--- src/rtl/universal_shift_reg.sv ---
`default_nettype none
// ============================================================================
//  Module   : universal_shift_reg
//  Purpose  : WIDTH-bit universal shift register with hold, shift, rotate,
//             arithmetic shift, parallel load and clear, plus a burst engine
//             that repeats one captured operation a programmed number of times.
//  Options  : define USR_STATUS_EN to add the `zero` status output (q == 0).
//  Revision : 1.0 - initial release
// ============================================================================
module universal_shift_reg #(
   parameter int WIDTH = 8,
   parameter int CNT_W = 4
) (
   input  logic             clk,
   input  logic             rst_n,
   input  logic             en,
   input  logic [2:0]       mode,
   input  logic             start,
   input  logic [CNT_W-1:0] count,
   input  logic [WIDTH-1:0] d,
   input  logic             sin_r,
   input  logic             sin_l,
   output logic [WIDTH-1:0] q,
   output logic             sout_r,
   output logic             sout_l,
   output logic             busy,
   output logic             done
`ifdef USR_STATUS_EN
   ,
   output logic             zero
`endif
);

   // Operation encodings
   localparam logic [2:0] OP_HOLD = 3'b000;
   localparam logic [2:0] OP_SHR  = 3'b001;
   localparam logic [2:0] OP_SHL  = 3'b010;
   localparam logic [2:0] OP_LOAD = 3'b011;
   localparam logic [2:0] OP_ROR  = 3'b100;
   localparam logic [2:0] OP_ROL  = 3'b101;
   localparam logic [2:0] OP_ASR  = 3'b110;
   localparam logic [2:0] OP_CLR  = 3'b111;

   localparam logic [CNT_W-1:0] REM_ZERO = '0;
   localparam logic [CNT_W-1:0] REM_ONE  = {{(CNT_W-1){1'b0}}, 1'b1};

   typedef enum logic [0:0] {
      S_IDLE = 1'b0,
      S_RUN  = 1'b1
   } state_t;

   state_t             state_q, state_d;
   logic [WIDTH-1:0]   q_q, q_d;
   logic [CNT_W-1:0]   rem_q, rem_d;
   logic [2:0]         mode_r_q, mode_r_d;
   logic               done_q, done_d;

   logic [2:0]         op_sel;
   logic [WIDTH-1:0]   op_res;

   // Select the operation in effect: the captured one during a burst,
   // otherwise the live mode input for single steps.
   always_comb begin
      op_sel = mode;
      if (state_q == S_RUN) begin
         op_sel = mode_r_q;
      end
   end

   // Compute the result of applying the selected operation to the register.
   always_comb begin
      op_res = q_q;
      unique case (op_sel)
         OP_HOLD: op_res = q_q;
         OP_SHR:  op_res = {sin_r, q_q[WIDTH-1:1]};
         OP_SHL:  op_res = {q_q[WIDTH-2:0], sin_l};
         OP_LOAD: op_res = d;
         OP_ROR:  op_res = {q_q[0], q_q[WIDTH-1:1]};
         OP_ROL:  op_res = {q_q[WIDTH-2:0], q_q[WIDTH-1]};
         OP_ASR:  op_res = {q_q[WIDTH-1], q_q[WIDTH-1:1]};
         OP_CLR:  op_res = '0;
         default: op_res = q_q;
      endcase
   end

   // Next-state logic: burst capture/countdown and single-step application.
   always_comb begin
      state_d  = state_q;
      q_d      = q_q;
      rem_d    = rem_q;
      mode_r_d = mode_r_q;
      done_d   = 1'b0;

      unique case (state_q)
         S_IDLE: begin
            // A zero-length burst request is ignored, so it must not
            // block a single step issued in the same cycle.
            if (start && (count != REM_ZERO)) begin
               state_d  = S_RUN;
               rem_d    = count;
               mode_r_d = mode;
            end else if (en) begin
               q_d = op_res;
            end
         end
         S_RUN: begin
            q_d   = op_res;
            rem_d = rem_q - REM_ONE;
            if (rem_q == REM_ONE) begin
               state_d = S_IDLE;
               done_d  = 1'b1;
            end
         end
         default: begin
            state_d = S_IDLE;
         end
      endcase
   end

   // State registers; reset aborts any burst without a done pulse.
   always_ff @(posedge clk or negedge rst_n) begin
      if (!rst_n) begin
         state_q  <= S_IDLE;
         q_q      <= '0;
         rem_q    <= '0;
         mode_r_q <= OP_HOLD;
         done_q   <= 1'b0;
      end else begin
         state_q  <= state_d;
         q_q      <= q_d;
         rem_q    <= rem_d;
         mode_r_q <= mode_r_d;
         done_q   <= done_d;
      end
   end

   assign q      = q_q;
   assign sout_r = q_q[0];
   assign sout_l = q_q[WIDTH-1];
   assign busy   = (state_q == S_RUN);
   assign done   = done_q;

`ifdef USR_STATUS_EN
   assign zero = (q_q == '0);
`endif

endmodule
`default_nettype wire

--- config.mk ---
export PLATFORM = sky130hd
export DESIGN_NAME = universal_shift_reg
export DESIGN_NICKNAME = d
export VERILOG_FILES = /design/src/rtl/universal_shift_reg.sv
export SDC_FILE = /design/constraint.sdc
export NUM_CORES = 1
export LEC_CHECK = 0
export BUFFER_PORTS_ARGS = -buffer_cell sky130_fd_sc_hd__buf_2
export CORE_MARGIN = 2
export CORE_UTILIZATION = 40
export DETAILED_ROUTE_END_ITERATION = 10
export PLACE_DENSITY_LB_ADDON = 0.05
export SETUP_SLACK_MARGIN = 0.2
export SLEW_MARGIN = 20
export SYNTH_ARGS = -nofsm -noshare
export SYNTH_HDL_FRONTEND = slang
export SYNTH_SLANG_ARGS = --single-unit
--- constraint.sdc ---
create_clock -name clk -period 2.2 [get_ports clk]
set_input_delay 0.11 -clock clk [delete_from_list [all_inputs] [get_ports clk]]
set_output_delay 0.11 -clock clk [all_outputs]
set_load 0.02 [all_outputs]
## After elaboration in Yosys (flattened, before gate mapping)

Index checks and enable logic that the tools add are counted.

- Register bits after elaboration: 17
- Latch bits: 0
- Memory bits (writable): 0
- ROM bits: 0
- Input bits: 21
- Output and inout bits: 12
- Memories kept: 0

- $add $sub $neg: 1
- Multiply operators: 0
- Div/mod/pow operators: 0
- Magnitude comparators: 0
- Equality and inequality tests: 11
- Shift operators: 0
- Muxes and demuxes: 12
- Bitwise gates (word level): 1
- Reduce and logical (&&, ||, !) cells: 5

Operators with widths:

| kind | count |
|---|---|
| $pmux W8 S8 | 1 |
| $mux W8 | 2 |
| $pmux W8 S2 | 1 |
| $eq A3 B3 Y1 const B | 4 |
| $pmux W4 S2 | 1 |
| $eq A3 B2 Y1 const B | 2 |
| $ne A2 B2 Y1 const B | 3 |
| $eq A4 B1 Y1 const B | 1 |
| $mux W1 | 4 |
| $mux W4 | 1 |
| $reduce_and A2 Y1 | 2 |
| $reduce_bool A4 Y1 | 1 |
| $sub A4 B1 Y4 const B | 1 |
| $eq A3 B1 Y1 const B | 1 |
| $logic_not A3 Y1 | 1 |
| $mux W3 | 1 |
| $pmux W1 S2 | 1 |
| $logic_and A1 B1 Y1 | 1 |
| $not A1 Y1 | 1 |

## Longest topological paths before layout

Gate-level depths: netlist (run 1).

- Depth in word-level cells: 6
- Gate-level depth with buffers: 7
- Mapped depth without buffers: 5

## Least setup slack after synthesis (run 1)

Ideal clock, no wire load.

- Kind: register to register
- Start point: register state_q, in the netlist busy
- End point: register q_q[7], in the netlist q[7]
- Setup time: 125 ps
- Arrival: 1688 ps
- Slack: 386 ps
- Cell stages (with the launch flop): 6
- Path buffers: 2
- Cells stage by stage: dfrtp_1 > buf_6 > buf_6 > mux2_4 > o31ai_2 > mux2_4

- Cells in the longest elaborated chain, start to end: 6
- Elaborated cells between the ends (all ways): 17

RTL lines:

| what | line | RTL |
|---|---|---|
| start, declared | 52 | `state_t state_q, state_d;` |
| start signal, assigned | 129 | `state_q <= state_d;` |
| $mux W3 | 65 | `if (state_q == S_RUN) begin` |
| $eq A3 B3 Y1 (tied with other cells) | 73 | `unique case (op_sel)` |
| $pmux W8 S8 | 73 |  |
| $mux W8 | 102 | `end else if (en) begin` |
| $mux W8 | 98 | `if (start && (count != REM_ZERO)) begin` |
| $pmux W8 S2 | 94 | `unique case (state_q)` |
| end signal, assigned | 130 | `q_q <= q_d;` |
| end, declared | 53 | `logic [WIDTH-1:0] q_q, q_d;` |

Several ways; a longest one is shown, not always the timed one. The select of a mux whose other input is x is not followed.
A chain may end at the register's enable or synchronous reset.

## Worst setup path in the final report (run 1)

Ends and elaborated chain as after synthesis.

==> metrics.txt, run 1 <==
Yosys warnings 0; DR vias 1,002; core area 0.00276 mm^2; largest net degree at the start of global routing 18; Internal between 0.001 and 0.0015 W; Cell Pwr Density about 1800 mW/mm^2; syn_nets 132; RSZ-0062 raised after global routing no; RR Endpoint q[7]; Filler cells 262; CTS Buf Count 3; iteration count of the initial detailed-routing pass 4; R2R depth 4; # nets final about 170; number of hold violations in the final report 0; worst slew pin tran 433 ps; status finished, final reports clean; Avg Cell Area, Syn approximately 11 um^2; total gr overflow 0; initial drt markers 36; antenna viol nets, final 0; FP Rows 19; Worst setup SP type flop; most frequent cell on the critical path mux2_4; clk_lat worst skew around 290 ps; Worst setup startpoint busy; commonest non-fill, non-tap cell in the layout buf_2; Synth Cell Area ~0.0012 mm^2; TritonCTS clock tree built; drt wl/cell 15.5 um; H-tree depth 1; Crit-path slowest cell dfrtp_2; top_reg_cell synth dfrtp_1; routability-driven placement congestion ratio about 0.75; max cap viols 0; R2R Setup Slk roughly 390 ps; Layout area overhead 17.7%; number of synthesized flops with an enable pin 0; arrival time at the worst endpoint 2000 ps; Reg-to-Reg Start busy; layout cells sized above 1 approximately two fifths; crit-path max FO 9; Mapped Cells ~110; register area share after synthesis 36.4%; initial core utilization 42.4%; dpl hpwl between 2000 and 2500 um; die height a little under 60 um; Via density between 5 and 6; port bufs 32; Bufs on Longest Clock Path 2; DRC viols 0; clock sink count 17; post-synth top area share ~36%; Logic pwr share a little under two thirds; critical path capture point type flop; Synth area leader dfrtp_1; post-synth cell types 34; Reg power frac slightly below 30%; Hold Path Class in2reg; clock power share under 10%; CP endpoint q[7]; Finished Core Util between 40% and 50%; Slew headroom 70.9%; critical path cell sequence buf_4 > mux2_4 > o31ai_2 > mux2_4; commonest non-fill, non-tap cells in the layout buf_2 (32), dfrtp_1 (16), a21oi_1 (10); Crit path required time about 2400 ps; Clock Skew between 9 and 10 ps; initial antenna violation count 0; switching share of power ~47%; period utilisation layout between 80% and 90%; FMAX 553 MHz; Final Max Slew Viols 0; routed wire length ~2700 um; Clock Root Buffer clkbuf_4; setup TNS 0 ps; number of antenna diodes 0; All-Layer GR Usage approximately 18%; synthesized flop and latch total 17; largest cells by area after synthesis dfrtp_1 (36%), mux2i_4 (7.7%), a31oi_1 (4.8%), a21oi_1 (4.3%), a22oi_1 (3.9%); I/O pins 33; Max stage delay on crit path between 500 and 600 ps; Horiz. Die Dim approximately 58 um; Final setup viols 0; Post-CTS Repair Setup Buffers 0; die area around 0.0034 mm^2; WS Path Type reg2reg; clk slew on worst S/H paths roughly 110 ps; vias in the first global route between 1,000 and 1,500; Net Switching roughly 0.0012 W; ys async rst share between 90% and 100%; leakage 0.621 nW; min cycle time layout between 1500 and 2000 ps; first-pass GRT wire length about 4700 um; maximum VDD drop 1.14 mV
power groups by stage:
stage               Combinational (W)  Sequential [W]  Clock [W]
global route                  0.00173        0.000751   0.000198
CTS                           0.00158        0.000713   0.000186
finish                        0.00157        0.000715   0.000175
global placement              0.00156        0.000712          0
detailed placement            0.00157        0.000719          0
floorplan                     0.00124        0.000753          0
how the worst min path moves through the flow:
stage | start | slack [ps] | cells past startpoint | end
3_3_place_gp | rst_n | 70 | 1 | mode_r_q[2]
3_5_place_dp | rst_n | 70 | 1 | mode_r_q[2]
2_1_floorplan | rst_n | -190 | 0 | busy
4_1_cts | count[2] | 100 | 3 | rem_q[2]
5_1_grt | count[2] | 100 | 3 | rem_q[2]
6_report | count[2] | 110 | 3 | rem_q[2]
layer usage:
layer  vias up  wire (um)  track usage, %
met2        32       1280            29.2
met1       481       1280            25.1
li1        489          -               -
met5         -          0               0
met3         0        159            3.13
met4         0          0            5.98
stage by stage:
step	cells	total power (W)	hold slack, ps	instance area (um^2)	setup slack (ps)
2_1_floorplan	109	0.00199	-186	1170	386
6_report	175	0.00246	107	1380	391
4_1_cts	175	0.00248	101	1370	233
3_5_place_dp	170	0.00229	72.2	1340	233
5_1_grt	175	0.00268	104	1380	291
3_3_place_gp	170	0.00227	66.0	1340	266
synth_stat cells, drive strengths merged (2+ instances only):
cell type,number
inv,4
a311oi,2
nor2,5
xor2,2
nor3,6
buf,6
a21oi,10
a31oi,9
a22oi,6
mux2,7
mux2i,6
o21ai,8
nand2,5
dfrtp,17
ha,2
sequential cells by signal, indices dropped and copies added, names as in the netlist:
register  flops
rem_q         4
busy          1
mode_r_q      3
done          1
q             8
cell type report:
cell class                      count  area (um^2)  area share [%]
Multi-Input combinational cell     82          668            48.6
Clock buffer                        4         26.3            1.91
Tap cell                           31         38.8            2.82
Sequential cell                    17          427            31.0
Timing Repair Buffer               37          200            14.6
Inverter                            4         15.0            1.09
worst max-delay path: cells and delay by family (launching register included):
family | cells | cell delay, ps
AO/OA/AOI/OAI | 1 | 280
multiplexers | 2 | 680
buffers and inverters | 1 | 220
flip-flops | 1 | 540
cell families (layout without fill, tap and decap cells):
group	count (synthesis)	in the layout	share of synthesized area, %
adders and majority gates	2	2	2.14
AOI/OAI and AO/OA	43	43	25.7
DFF	17	17	36.4
buffers and inverters	10	45	6.42
and+or+nand+nor	22	22	10.7
xor gates and xnor gates	2	2	1.50
muxes	13	13	17.1
what timing repair did:
item | CTS | global route
endpoints found under the hold margin | 17 | 0
setup endpoints to repair | 0 | 8
hold buffers | 1 | 0
gates resized for setup | 0 | 1
Power figures use the tool's default switching activity.
==> inputs of run 2 (changes only) <==
- clock period: 2.2 -> 1.65 ns (I/O delays scaled with it)
==> metrics.txt, run 2 (synthesized netlist as in run 1, its figures left out) <==
maximum VDD drop 1.65 mV; Hold Slack between 70 and 80 ps; arrival time at the worst endpoint between 1500 and 2000 ps; Horiz. Die Dim roughly 58 um; # nets final roughly 180; clk_lat worst skew 290 ps; dpl hpwl 2160 um; clk slew on worst S/H paths about 100 ps; WS Path Type reg2reg; status finished, final reports clean; FMAX just over 600 MHz; Cell Pwr Density ~2500 mW/mm^2; first-pass GRT wire length a little under 5000 um; worst hold path depth 3; CTS Buf Count 3; Crit path required time approximately 1900 ps; period utilisation layout between 90% and 100%; Total Power between 0.003 and 0.004 W; Final Max Slew Viols 0; R2R depth 5; drt wl/cell between 15 and 20 um; total gr overflow 0; I/O pins 33; Bufs on Longest Clock Path 2; clock sink count 17; initial drt markers 24; critical path cell sequence buf_2 > mux2_4 > nor3_4 > o21ai_1 > a31oi_1; Max stage delay on crit path approximately 440 ps; H-tree depth 1; commonest non-fill, non-tap cell in the layout buf_2; routability-driven placement congestion ratio around 0.8; DR vias 1,047; CP delay by family, top flip-flops; die height 58.1 um; commonest non-fill, non-tap cells in the layout buf_2 (33), dfrtp_1 (16), buf_4 (13); core area between 0.002 and 0.003 mm^2; Slew headroom 72.2%; leakage 0.695 nW; Final setup viols 0; RSZ-0062 raised after global routing yes; die area between 0.003 and 0.004 mm^2; min cycle time layout 1610 ps; TritonCTS clock tree built; vias in the first global route ~1,000; worst slew pin tran about 420 ps; initial core utilization between 40 and 50%; Hold Path Class in2reg; number of flip-flops in the largest register 8; number of hold violations in the final report 0; Crit-path slowest cell dfrtp_2; max cap viols 0; antenna viol nets, final 0; DRC viols 0; critical path capture point type flop; crit-path max FO 6; R2R Setup Slk ~36 ps; initial antenna violation count 0; Clock Root Buffer clkbuf_4; Clock Skew 1.73 ps; largest net degree at the start of global routing 18; number of antenna diodes 0; routed wire length between 2000 and 3000 um; layout cells sized above 1 50.3%; port bufs 32; CP bufs+invs 1; Layout area overhead 31.0%; setup TNS 0 ps; Crit. path cell count 5; Via density approximately 5.6; Worst setup SP type flop; iteration count of the initial detailed-routing pass 4; All-Layer GR Usage 18.7%; FP Rows 19
[run 2: cell count changes in the layout (fill, tap and decap cells not counted), sizes merged]
cell,before,now
buf,36,49
[run 2: layout make-up]
type,instances,area (um^2)
multi-input combinational,82,718
inverter,4,15.0
clock buffer,4,26.3
timing repair buffer,50,307
tap,31,38.8
sequential,17,427
fill,262,1230
[run 2: power breakdown]
part	internal [W]	leakage, nW	switching (W)
Combinational	0.00130	0.479	0.00133
Sequential	0.000655	0.201	0.000269
Clock	0.0000940	0.0150	0.000134
Total	0.00205	0.695	0.00174
[run 2: path summary, 6_finish.rpt]
path,from,endpoint
min in group asynchronous,rst_n,rem_q[1]
max in group asynchronous,rst_n,busy
worst max register to register,busy,q[5]
worst min register to register,rem_q[3],done
worst min-delay path,count[2],rem_q[2]
worst max-delay path,busy,q[5]
[run 2: repair_timing]
action / 4_1_cts / 5_1_grt
pin swaps: 8 / 5
buffers inserted: 3 / 0
hold buffers: 1 / 0
endpoints found under the hold margin: 17 / 0
setup endpoints to repair: 10 / 13
resized for setup: 11 / 5
[run 2: per-layer routing]
| metal | track usage [%] | part of all wire, % | vias up |
|---|---|---|---|
| met5 | 0 | 0 | - |
| met4 | 6.64 | 1.3 | 0 |
| met3 | 2.46 | 4.2 | 4 |
| met2 | 30.0 | 45 | 27 |
| met1 | 25.8 | 49 | 501 |
| li1 | - | - | 515 |
[run 2: tightest hold or removal path: cells and delay by family]
family,cells,cell delay (ps)
buffers and inverters,1,120
AOI/OAI and AO/OA,1,70
and+or+nand+nor,1,60
[run 2: metrics by stage]
step / cell area (um^2) / cells / utilization, % / worst slack [ps]
floorplan: 1190 / 109 / - / -37.2
global placement: 1430 / 180 / 52.0 / -49.9
detailed placement: 1430 / 180 / 52.0 / -70.8
CTS: 1510 / 188 / 54.9 / 48.1
global route: 1530 / 188 / 55.5 / -51.2
finish: 1530 / 188 / 55.5 / 35.6
